<file path="config.mk">
export PLATFORM = sky130hd
export DESIGN_NAME = c1_bus_arbiter
export DESIGN_NICKNAME = d
export VERILOG_FILES = /design/src/rtl/c1_bus_arbiter.sv
export SDC_FILE = /design/constraint.sdc
export NUM_CORES = 1
export LEC_CHECK = 0
export BUFFER_PORTS_ARGS = -buffer_cell sky130_fd_sc_hd__buf_2
export CORE_ASPECT_RATIO = 1.1
export CORE_MARGIN = 2
export CORE_UTILIZATION = 40
export CTS_BUF_LIST = sky130_fd_sc_hd__clkbuf_8
export DETAILED_ROUTE_END_ITERATION = 10
export HOLD_SLACK_MARGIN = 0.06
export PLACE_DENSITY = 0.7
export SLEW_MARGIN = 10
export SYNTH_ARGS = -nofsm -noshare
export SYNTH_HDL_FRONTEND = slang
export SYNTH_SLANG_ARGS = --single-unit
</file>
<file path="constraint.sdc">
create_clock -name clk -period 4.49 [get_ports clk]
set_clock_uncertainty 0.15 [all_clocks]
set_input_delay 0.6735 -clock clk [delete_from_list [all_inputs] [get_ports clk]]
set_output_delay 0.6735 -clock clk [all_outputs]
set_load 0.05 [all_outputs]
</file>
<file path="src/rtl/c1_bus_arbiter.sv">
// Round-robin owner of the shared cache-side C1/A1/D1 bus: grants one CPU requester,
// sequences the C1 command/address/data phases and returns the cache response.
// Optional response watchdog is built when RESPONSE_TIMEOUT_EN is defined.
module c1_bus_arbiter #(
    parameter int NREQ    = 2,
    parameter int TIMEOUT = 64
) (
    input  logic                 clk,
    input  logic                 reset,
    input  logic [NREQ-1:0]      req_valid,
    output logic [NREQ-1:0]      req_ready,
    input  logic [3*NREQ-1:0]    req_cmd,
    input  logic [19*NREQ-1:0]   req_addr,
    input  logic [32*NREQ-1:0]   req_wdata,
    output logic [NREQ-1:0]      rsp_valid,
    output logic [31:0]          rsp_rdata,
    output logic                 rsp_err,
    output logic [2:0]           c1_out,
    output logic                 c1_oe,
    output logic [14:0]          a1_out,
    output logic [15:0]          d1_out,
    output logic                 d1_oe,
    input  logic [2:0]           c1_in,
    input  logic [15:0]          d1_in,
    output logic                 busy
);
    localparam int IW = (NREQ > 1) ? $clog2(NREQ) : 1;
    localparam logic [2:0] CMD_READ8   = 3'd1;
    localparam logic [2:0] CMD_READ16  = 3'd2;
    localparam logic [2:0] CMD_READ32  = 3'd3;
    localparam logic [2:0] CMD_WRITE8  = 3'd5;
    localparam logic [2:0] CMD_WRITE32 = 3'd7;
    localparam logic [2:0] C1_RESPONSE = 3'd7;

    typedef enum logic [2:0] {
        ST_IDLE, ST_ADDR1, ST_ADDR2, ST_DATA2, ST_WAIT_RSP, ST_RSP2, ST_DONE
    } state_t;

    state_t        state_r, state_nx_s;
    logic [IW-1:0] rr_r, owner_r, win_s, off_s;
    logic [NREQ-1:0] elig_s, rot_s;
    logic          win_found_s;
    logic [2:0]    cmd_r;
    logic [18:0]   addr_r;
    logic [31:0]   wdata_r, rdata_r;
    logic          err_r, rsp_seen_s, is_write_s, timeout_s;
    logic [2:0]    cmd_a_s   [NREQ];
    logic [18:0]   addr_a_s  [NREQ];
    logic [31:0]   wdata_a_s [NREQ];

    for (genvar g = 0; g < NREQ; g++) begin : g_unpack
        assign cmd_a_s[g]   = req_cmd[3*g +: 3];
        assign addr_a_s[g]  = req_addr[19*g +: 19];
        assign wdata_a_s[g] = req_wdata[32*g +: 32];
        assign elig_s[g]    = req_valid[g] && (req_cmd[3*g +: 3] != 3'd0);
    end

    assign rsp_seen_s = (c1_in == C1_RESPONSE);
    assign is_write_s = cmd_r[2] && (cmd_r[1:0] != 2'd0);
    assign busy       = (state_r != ST_IDLE);
    assign rsp_rdata  = rdata_r;
    assign rsp_err    = err_r;

`ifdef RESPONSE_TIMEOUT_EN
    localparam int CW = $clog2(TIMEOUT + 1);
    logic [CW-1:0] wd_cnt_r;

    // Watchdog: zero on entry to WAIT_RSP, counts through WAIT_RSP and RSP2.
    always_ff @(posedge clk or posedge reset) begin
        if (reset) begin
            wd_cnt_r <= '0;
        end else if ((state_r == ST_WAIT_RSP) || (state_r == ST_RSP2)) begin
            wd_cnt_r <= wd_cnt_r + CW'(1);
        end else begin
            wd_cnt_r <= '0;
        end
    end
    assign timeout_s = (wd_cnt_r >= CW'(TIMEOUT - 1));
`else
    logic unused_timeout_s;
    assign unused_timeout_s = (TIMEOUT > 0);
    assign timeout_s        = 1'b0;
`endif

    // Round-robin pick: rotate eligibility so the rr pointer sits at bit 0.
    always_comb begin
        rot_s       = NREQ'({elig_s, elig_s} >> rr_r);
        win_found_s = |rot_s;
        off_s       = '0;
        for (int k = NREQ - 1; k >= 0; k--) begin
            off_s = rot_s[k] ? IW'(k) : off_s;
        end
        win_s = IW'((int'(rr_r) + int'(off_s)) % NREQ);
    end

    // Bus phase decode and next-state selection.
    always_comb begin
        state_nx_s = state_r;
        req_ready  = '0;
        rsp_valid  = '0;
        c1_oe      = 1'b0;
        c1_out     = 3'd0;
        a1_out     = 15'd0;
        d1_oe      = 1'b0;
        d1_out     = 16'd0;
        case (state_r)
            ST_IDLE: begin
                if (win_found_s && !reset) begin
                    req_ready[win_s] = 1'b1;
                    state_nx_s       = ST_ADDR1;
                end else begin
                    state_nx_s = ST_IDLE;
                end
            end
            ST_ADDR1: begin
                c1_oe      = 1'b1;
                c1_out     = cmd_r;
                a1_out     = addr_r[18:4];
                state_nx_s = ST_ADDR2;
            end
            ST_ADDR2: begin
                c1_oe  = 1'b1;
                c1_out = cmd_r;
                a1_out = {11'd0, addr_r[3:0]};
                if (is_write_s) begin
                    d1_oe  = 1'b1;
                    d1_out = (cmd_r == CMD_WRITE8) ? {8'd0, wdata_r[7:0]} : wdata_r[15:0];
                end else begin
                    d1_oe = 1'b0;
                end
                state_nx_s = (cmd_r == CMD_WRITE32) ? ST_DATA2 : ST_WAIT_RSP;
            end
            ST_DATA2: begin
                c1_oe      = 1'b1;
                c1_out     = cmd_r;
                d1_oe      = 1'b1;
                d1_out     = wdata_r[31:16];
                state_nx_s = ST_WAIT_RSP;
            end
            ST_WAIT_RSP: begin
                if (rsp_seen_s) begin
                    state_nx_s = (cmd_r == CMD_READ32) ? ST_RSP2 : ST_DONE;
                end else if (timeout_s) begin
                    state_nx_s = ST_DONE;
                end else begin
                    state_nx_s = ST_WAIT_RSP;
                end
            end
            ST_RSP2: begin
                if (rsp_seen_s || timeout_s) begin
                    state_nx_s = ST_DONE;
                end else begin
                    state_nx_s = ST_RSP2;
                end
            end
            ST_DONE: begin
                rsp_valid[owner_r] = 1'b1;
                state_nx_s         = ST_IDLE;
            end
            default: state_nx_s = ST_IDLE;
        endcase
    end

    // State register.
    always_ff @(posedge clk or posedge reset) begin
        if (reset) begin
            state_r <= ST_IDLE;
        end else begin
            state_r <= state_nx_s;
        end
    end

    // Grant capture and response assembly; a response beats a same-cycle timeout.
    always_ff @(posedge clk or posedge reset) begin
        if (reset) begin
            rr_r    <= '0;
            owner_r <= '0;
            cmd_r   <= 3'd0;
            addr_r  <= 19'd0;
            wdata_r <= 32'd0;
            rdata_r <= 32'd0;
            err_r   <= 1'b0;
        end else begin
            case (state_r)
                ST_IDLE: begin
                    if (win_found_s) begin
                        owner_r <= win_s;
                        rr_r    <= IW'((int'(win_s) + 1) % NREQ);
                        cmd_r   <= cmd_a_s[win_s];
                        addr_r  <= addr_a_s[win_s];
                        wdata_r <= wdata_a_s[win_s];
                        rdata_r <= 32'd0;
                        err_r   <= 1'b0;
                    end
                end
                ST_WAIT_RSP: begin
                    if (rsp_seen_s) begin
                        case (cmd_r)
                            CMD_READ8:  rdata_r <= {24'd0, d1_in[7:0]};
                            CMD_READ16: rdata_r <= {16'd0, d1_in};
                            CMD_READ32: rdata_r <= {16'd0, d1_in};
                            default:    rdata_r <= 32'd0;
                        endcase
                    end else if (timeout_s) begin
                        rdata_r <= 32'd0;
                        err_r   <= 1'b1;
                    end
                end
                ST_RSP2: begin
                    if (rsp_seen_s) begin
                        rdata_r[31:16] <= d1_in;
                    end else if (timeout_s) begin
                        rdata_r <= 32'd0;
                        err_r   <= 1'b1;
                    end
                end
                default: begin
                    rdata_r <= rdata_r;
                end
            endcase
        end
    end
endmodule

</file>
==> impl_metrics.yaml, run 1 <==
run_status:
  status: "finished clean"
place:
  hpwlAfterDp_mm: 8.88
  portBuffers: 203
  gp_congestion: 0.843
  place_inst: 761
power:
  clkPwrFrac_pct: 15.2
  switching_share_pct: 47.3
  leakage_nw: 2.88
  p_per_area_mw_per_mm2: 679
  p_seq_share_pct: 36.4
  peakVddDrop_mv: 0.324
  p_comb_share_pct: 48.4
  internal-power_w: 0.00198
  power.net_switching_w: 0.00178
sta:
  period_share_pct: 76.9
  maxSlewHeadroom_pct: 24.9
  final.min_clock_period_ns: 3.45
  fmaxAchievable_mhz: 290
  finalSetupViolCount: 0
  grt_setup_unrepaired: "no"
  tightest_slew_ns: 1.13
  hold_viol: 0
  drv_slew: 0
  finalSetupTns_ns: 0
floorplanning:
  initial_utilization_pct: 41.1
  die_h_um: 112
  coreArea_mm2: 0.0103
  num_rows: 39
  dieArea_mm2: 0.0115
  die_w_um: 102
  io_pins: 205
cells_and_area:
  final_cells: 775
  final_nets: 760
  area_delta_synth_final_pct: 30.2
  diodes: 0
  fin_util_pct: 53.5
  n_fill_cell: 992
  drive_gt1_share_pct: 36.9
clock_network:
  clk_pin_slew_ns: 0.08
  clockRootBuffer: "clkbuf_8"
  cts_tree: "built"
  cts_buffers: 9
  clockBufferDepth: 2
  ctsResizeCount: 0
  clk_latency_ns: 0.36
  cts_max_level: 3
  cts_sinks: 91
  cts.hold.buffers_added: 0
  post_cts_buffers: 0
logic_synthesis:
  synth_top_area_share_pct: 53.6
  synth_seq_cells: 91
  yosys.area.top_type: "dfrtp_1"
  synth.area.top_cells: "dfrtp_1 54%, nor2_1 11%, o22ai_1 8.0%"
  synth_cell_types: 42
  synth_edf_count: 0
  synth.cell_area_mm2: 0.00425
  synth_warnings: 0
  synth.net_count: 573
  synth_most_common_cell: "nor2_1"
  netlist_instances: 442
  synth_flop_cell: "dfrtp_1"
  synthTopCellsByCount: "121 x nor2_1, 91 x dfrtp_1, 54 x o22ai_1"
  synthArstFlopShare_pct: 100
  ys_seq_area_share_pct: 53.6
  avgSynthCellArea_um2: 9.61
route:
  drt_iter0_markers: 207
  vias: 4056
  wl_per_cell_um: 15.8
  viasPerCell: 5.23
  final_antenna_net_count: 0
  drt-pass1-iter-count: 4
  drc: 0
  drt_wl_total_mm: 12.2
critical_path:
  reg2reg_depth: 5
  worst_path_max_delay_cell: "and2_0"
  worstPathCellList: "nor2b_1 > and2_0 > a22o_1 > buf_2"
  crit_path_end_kind: "output port"
  path_max_fanout: 18
  crit_path_start_kind: "flip-flop"
  critical_path_arrival_ns: 2.63
  slowest_delay_ns: 0.85
  crit_required_ns: 3.67
  crit_type: "reg -> out"
grt:
  grt_overflow: 0
  grt_pass1_vias: 3915
  grt_usage_pct: 21.5
  grt_pass1_wl_mm: 19.3
  grt_antenna_before_repair: 1
  grt_max_degree: 56
hold_path:
  hold_class: "in -> async"
job:
  timing.max_cap.violations: 0
critical path, delay by kind of cell (launching register included):
| family | cells | cell delay, ns |
|---|---|---|
| AOI/OAI and AO/OA | 1 | 0.28 |
| buffers and inverters | 1 | 0.26 |
| DFF | 1 | 0.59 |
| and+or+nand+nor | 2 | 1.14 |
registers in the layout, summed over array words and instances, names as in the netlist:
signal / flops
addr_r: 19
cmd_r: 3
owner_r: 1
rr_r: 1
rsp_rdata: 32
state_r: 3
wdata_r: 32
layer usage:
layer / wire length (µm) / up-vias / track usage (%) / part of all wire [%]
met2: 5520 / 196 / 33.6 / 45
met3: 1040 / 19 / 6.10 / 8.5
li1: - / 1901 / - / -
met1: 5400 / 1938 / 29.0 / 44
met4: 223 / 2 / 6.67 / 1.8
met5: 16 / - / 0 / 0.13
layout by cell type, fill, tap and decap left out, types with 2 or more instances in the layout:
master | Yosys | routed
a22oi_1 | 6 | 6
bufinv_16 | 0 | 2
nor2_1 | 121 | 121
a211o_2 | 2 | 2
buf_4 | 2 | 5
and3_1 | 3 | 3
clkbuf_8 | 0 | 9
nor2b_1 | 6 | 6
mux2i_1 | 16 | 16
nand2_1 | 21 | 21
dfrtp_1 | 91 | 91
a22o_1 | 32 | 32
o22ai_1 | 54 | 54
buf_2 | 15 | 203
inv_1 | 18 | 19
nor2_2 | 2 | 2
and2_1 | 14 | 14
metrics by stage:
| stage | hold slack (ns) | total power, W | cell area (µm²) | setup slack, ns |
|---|---|---|---|---|
| 4_1_cts | 0.254 | 0.00378 | 5530 | 1.03 |
| 6_report | 0.233 | 0.00375 | 5530 | 1.04 |
| 2_1_floorplan | 0.290 | 0.00274 | 4250 | 1.28 |
| 3_5_place_dp | 0.319 | 0.00320 | 5330 | 1.44 |
| 3_3_place_gp | 0.314 | 0.00316 | 5330 | 1.55 |
| 5_1_grt | 0.292 | 0.00400 | 5530 | 0.824 |
logic make-up (layout without fill, tap and decap cells):
logic type             after synthesis  after routing  synth area share (%)
AOI/OAI and AO/OA                  104            104                  18.7
buffers and inverters               51            241                  5.39
DFF                                 91             91                  53.6
muxes                               17             17                  4.03
other                                1              1                0.0883
and+or+nand+nor                    178            178                  18.2
cell type report:
| class | count | area, µm² | share of cell area, % |
|---|---|---|---|
| sequential | 91 | 2280 | 41.2 |
| multi-input combinational | 300 | 1750 | 31.7 |
| timing repair buffer | 208 | 1050 | 19.0 |
| clock inverter | 5 | 72.6 | 1.31 |
| tap | 143 | 179 | 3.24 |
| inverter | 19 | 73.8 | 1.33 |
| clock buffer | 9 | 124 | 2.24 |
worst paths after layout:
check	startpoint	to	slack [ns]
setup / recovery	state_r[2]	d1_out[7]	1.04
min in group clk	rr_r	rr_r	0.33
hold reg to reg	rr_r	rr_r	0.33
max in group asynchronous	reset	wdata_r[16]	2.93
hold / removal	reset	wdata_r[7]	0.23
setup reg to reg	state_r[2]	rsp_rdata[0]	1.86
power groups by stage:
stage | sequential (W) | combinational, W | clock (W)
after detailed placement | 0.00137 | 0.00183 | 0
final | 0.00137 | 0.00182 | 0.000569
after global placement | 0.00137 | 0.00178 | 0
after global routing | 0.00140 | 0.00198 | 0.000627
after floorplan | 0.00142 | 0.00132 | 0
after CTS | 0.00136 | 0.00183 | 0.000593
No activity file was read; power rests on OpenSTA's default activity.
==> run 2, diff against run 1 <==
Settings changed: ABC_AREA set to 1, PLACE_DENSITY 0.7 to 0.67.
Clock period 4.49 ns to 3.6 ns, I/O delays scaled along.
==> run 2 against run 1 <==
Net effect: global-route usage grew 0.099 points; largest power group unchanged; cell count is 42% higher; worst setup slack worse by 0.48 ns; via count grew 28%; worst hold slack got worse by 0.14 ns; count of clock-buffer cells in the layout grew 1; critical path type unchanged; combinational power rose by 48%; critical endpoint is now d1_out[14].
==> impl_metrics.yaml, run 2 <==
logic_synthesis:
  synthTopCellsByCount: "259 x nand2_1, 171 x nand3_1, 129 x inv_1"
  synth_adder_area_share_pct: 0
  synth_seq_cells: 91
  yosys.area.top_type: "dfrtp_1"
  synth_warnings: 0
  synth_edf_count: 0
  synth.area.top_cells: "dfrtp_1 44%, nand2_1 19%, nand3_1 16%"
  netlist_instances: 754
  synth_mux_area_share_pct: 0
  ys_seq_area_share_pct: 43.8
  synth_flop_cell: "dfrtp_1"
  synth.cell_area_mm2: 0.00519
  synth_xor_area_share_pct: 0
  synth-compound-area-share_pct: 2.26
  synthSimpleGateAreaFrac_pct: 40.0
  synthArstFlopShare_pct: 100
  synth_top_area_share_pct: 43.8
  synth_cell_types: 27
  synth_top_family_by_area: "simple AND/OR/NAND/NOR gates"
  synth_most_common_cell: "nand2_1"
  synth.net_count: 885
  avgSynthCellArea_um2: 6.89
cells_and_area:
  final_nets: 1068
  multi_input_area_mm2: 0.00220
  area_delta_synth_final_pct: 25.2
  regArea_mm2: 0.00228
  final_cells: 1098
  diodes: 0
  mostFrequentLayoutCells: "256 x nand2_1, 203 x buf_2, 171 x nand3_1"
  drive_gt1_share_pct: 26.6
  final_common_cell: "nand2_1"
  n_fill_cell: 1321
  finalInstanceArea_mm2: 0.00650
sta:
  maxSlewHeadroom_pct: 42.5
  period_share_pct: 84.4
  final.min_clock_period_ns: 3.04
  drv_slew: 0
  finalSetupTns_ns: 0
  hold_viol: 0
  grt_setup_unrepaired: "no"
  fin_ws_ns: 0.561
  fmaxAchievable_mhz: 329
  finalSetupViolCount: 0
  tightest_slew_ns: 0.863
clock_network:
  clk_pin_slew_ns: 0.09
  cts_sinks: 91
  cts.hold.buffers_added: 0
  cts_max_level: 3
  clockRootBuffer: "clkbuf_8"
  clk_latency_ns: 0.33
  post_cts_buffers: 0
  ctsResizeCount: 0
  cts_tree: "built"
  cts_buffers: 9
  clockBufferDepth: 2
critical_path:
  path_depth: 7
  crit_required_ns: 2.91
  crit_type: "reg -> out"
  worstPathCellList: "inv_1 > nor2_4 > inv_2 > nor2_2 > nand2_2 > o21ai_0 > buf_2"
  cp-startpoint: "state_r[1]"
  r2r_start: "state_r[2]"
  reg2reg_depth: 6
  worst_path_max_delay_cell: "dfrtp_1"
  r2r-end: "wdata_r[22]"
  slowest_delay_ns: 0.45
  cp_num_buf_inv: 3
  r2r_setup_slack_ns: 1.47
  cp_top_family: "simple AND/OR/NAND/NOR gates"
  crit_path_start_kind: "flip-flop"
  path_max_fanout: 18
  critical_path_arrival_ns: 2.35
  crit_path_end_kind: "output port"
  endpoint: "d1_out[14]"
route:
  final_antenna_net_count: 0
  drt-pass1-iter-count: 4
  drt_wl_total_mm: 14.7
  drt_iter0_markers: 332
  viasPerCell: 4.73
  wl_per_cell_um: 13.4
  drc: 0
  vias: 5190
place:
  portBuffers: 203
  gp_congestion: 0.823
  hpwlAfterDp_mm: 10.7
  dp_slack_ns: 0.921
  place_inst: 1083
  placed_area_mm2: 0.00626
grt:
  grt_antenna_before_repair: 0
  grt_pass1_wl_mm: 23.9
  grt_max_degree: 72
  grt_usage_pct: 21.6
  grt_overflow: 0
  grt_pass1_vias: 4901
power:
  peakVddDrop_mv: 0.439
  leakage_nw: 4.16
  p_per_area_mw_per_mm2: 808
  total_power_w: 0.00525
floorplanning:
  initial_utilization_pct: 41.1
  num_rows: 43
  die_w_um: 113
  io_pins: 205
  die_h_um: 124
  dieArea_mm2: 0.0139
  coreArea_mm2: 0.0126
run_status:
  status: "finished clean"
job:
  timing.max_cap.violations: 0
hold_path:
  hold_class: "in -> async"
-- run 2: cell types whose count changed after synthesis, sizes merged, moves of 4 or more --
cell	previous run	this run
nor2b	6	0
a22oi	6	0
nand3	1	172
clkbuf	13	18
o21ai	1	11
o22ai	54	1
and2	15	0
a22o	32	4
nand2	21	264
nor2	123	28
inv	19	135
nor3	1	5
mux2i	16	0
-- run 2: through the flow --
step / util (%) / hold WS [ns]
2_1_floorplan: - / 0.299
3_3_place_gp: 49.5 / 0.298
3_5_place_dp: 49.5 / 0.303
4_1_cts: 51.4 / 0.0873
5_1_grt: 51.4 / 0.0987
6_report: 51.4 / 0.0901
-- run 2: routing by layer --
layer	vias to the layer above	wire, µm	part of all wire, %	global-route usage, %
met4	0	289	2.0	7.09
met1	2328	6390	43	27.9
met5	-	0	0	0
li1	2667	-	-	-
met2	172	7050	48	36.3
met3	23	1020	6.9	4.51
-- run 2: kinds of logic (layout without fill, tap and decap cells) --
kind of cell | count (synthesis) | in the layout
flip-flops | 91 | 91
buffers and inverters | 174 | 361
AO/OA/AOI/OAI | 19 | 19
other | 1 | 1
AND/OR/NAND/NOR | 469 | 469
-- run 2: worst register-to-register path: cells and delay by family, from the launching register on --
family | cells | cell delay, ns
flops | 1 | 0.49
buf+inv | 2 | 0.75
simple gates | 4 | 0.71
-- run 2: worst min-delay path by stage --
stage                             start       endpoint  slack (ns)  cells past startpoint
after floorplan              addr_r[10]     addr_r[10]        0.30                      2
after global placement    rsp_rdata[30]  rsp_rdata[30]        0.30                      2
after detailed placement  rsp_rdata[25]  rsp_rdata[25]        0.30                      2
after CTS                         reset     wdata_r[0]        0.09                      2
after global routing              reset     wdata_r[0]         0.1                      2
final                             reset     wdata_r[0]        0.09                      2
-- run 2: area by class of cell --
class                   count  share of cell area, %
well taps                 157                   3.02
clock buffers              10                   2.12
repair buffers            211                   16.5
inverters                 135                   7.85
flip-flops and latches     91                   35.0
multi-input cells         489                   33.9
clock inverters             5                   1.58
-- run 2: where the power goes --
part / switching (W) / internal (W)
logic: 0.00200 / 0.000701
registers: 0.000290 / 0.00144
clock network: 0.000353 / 0.000476
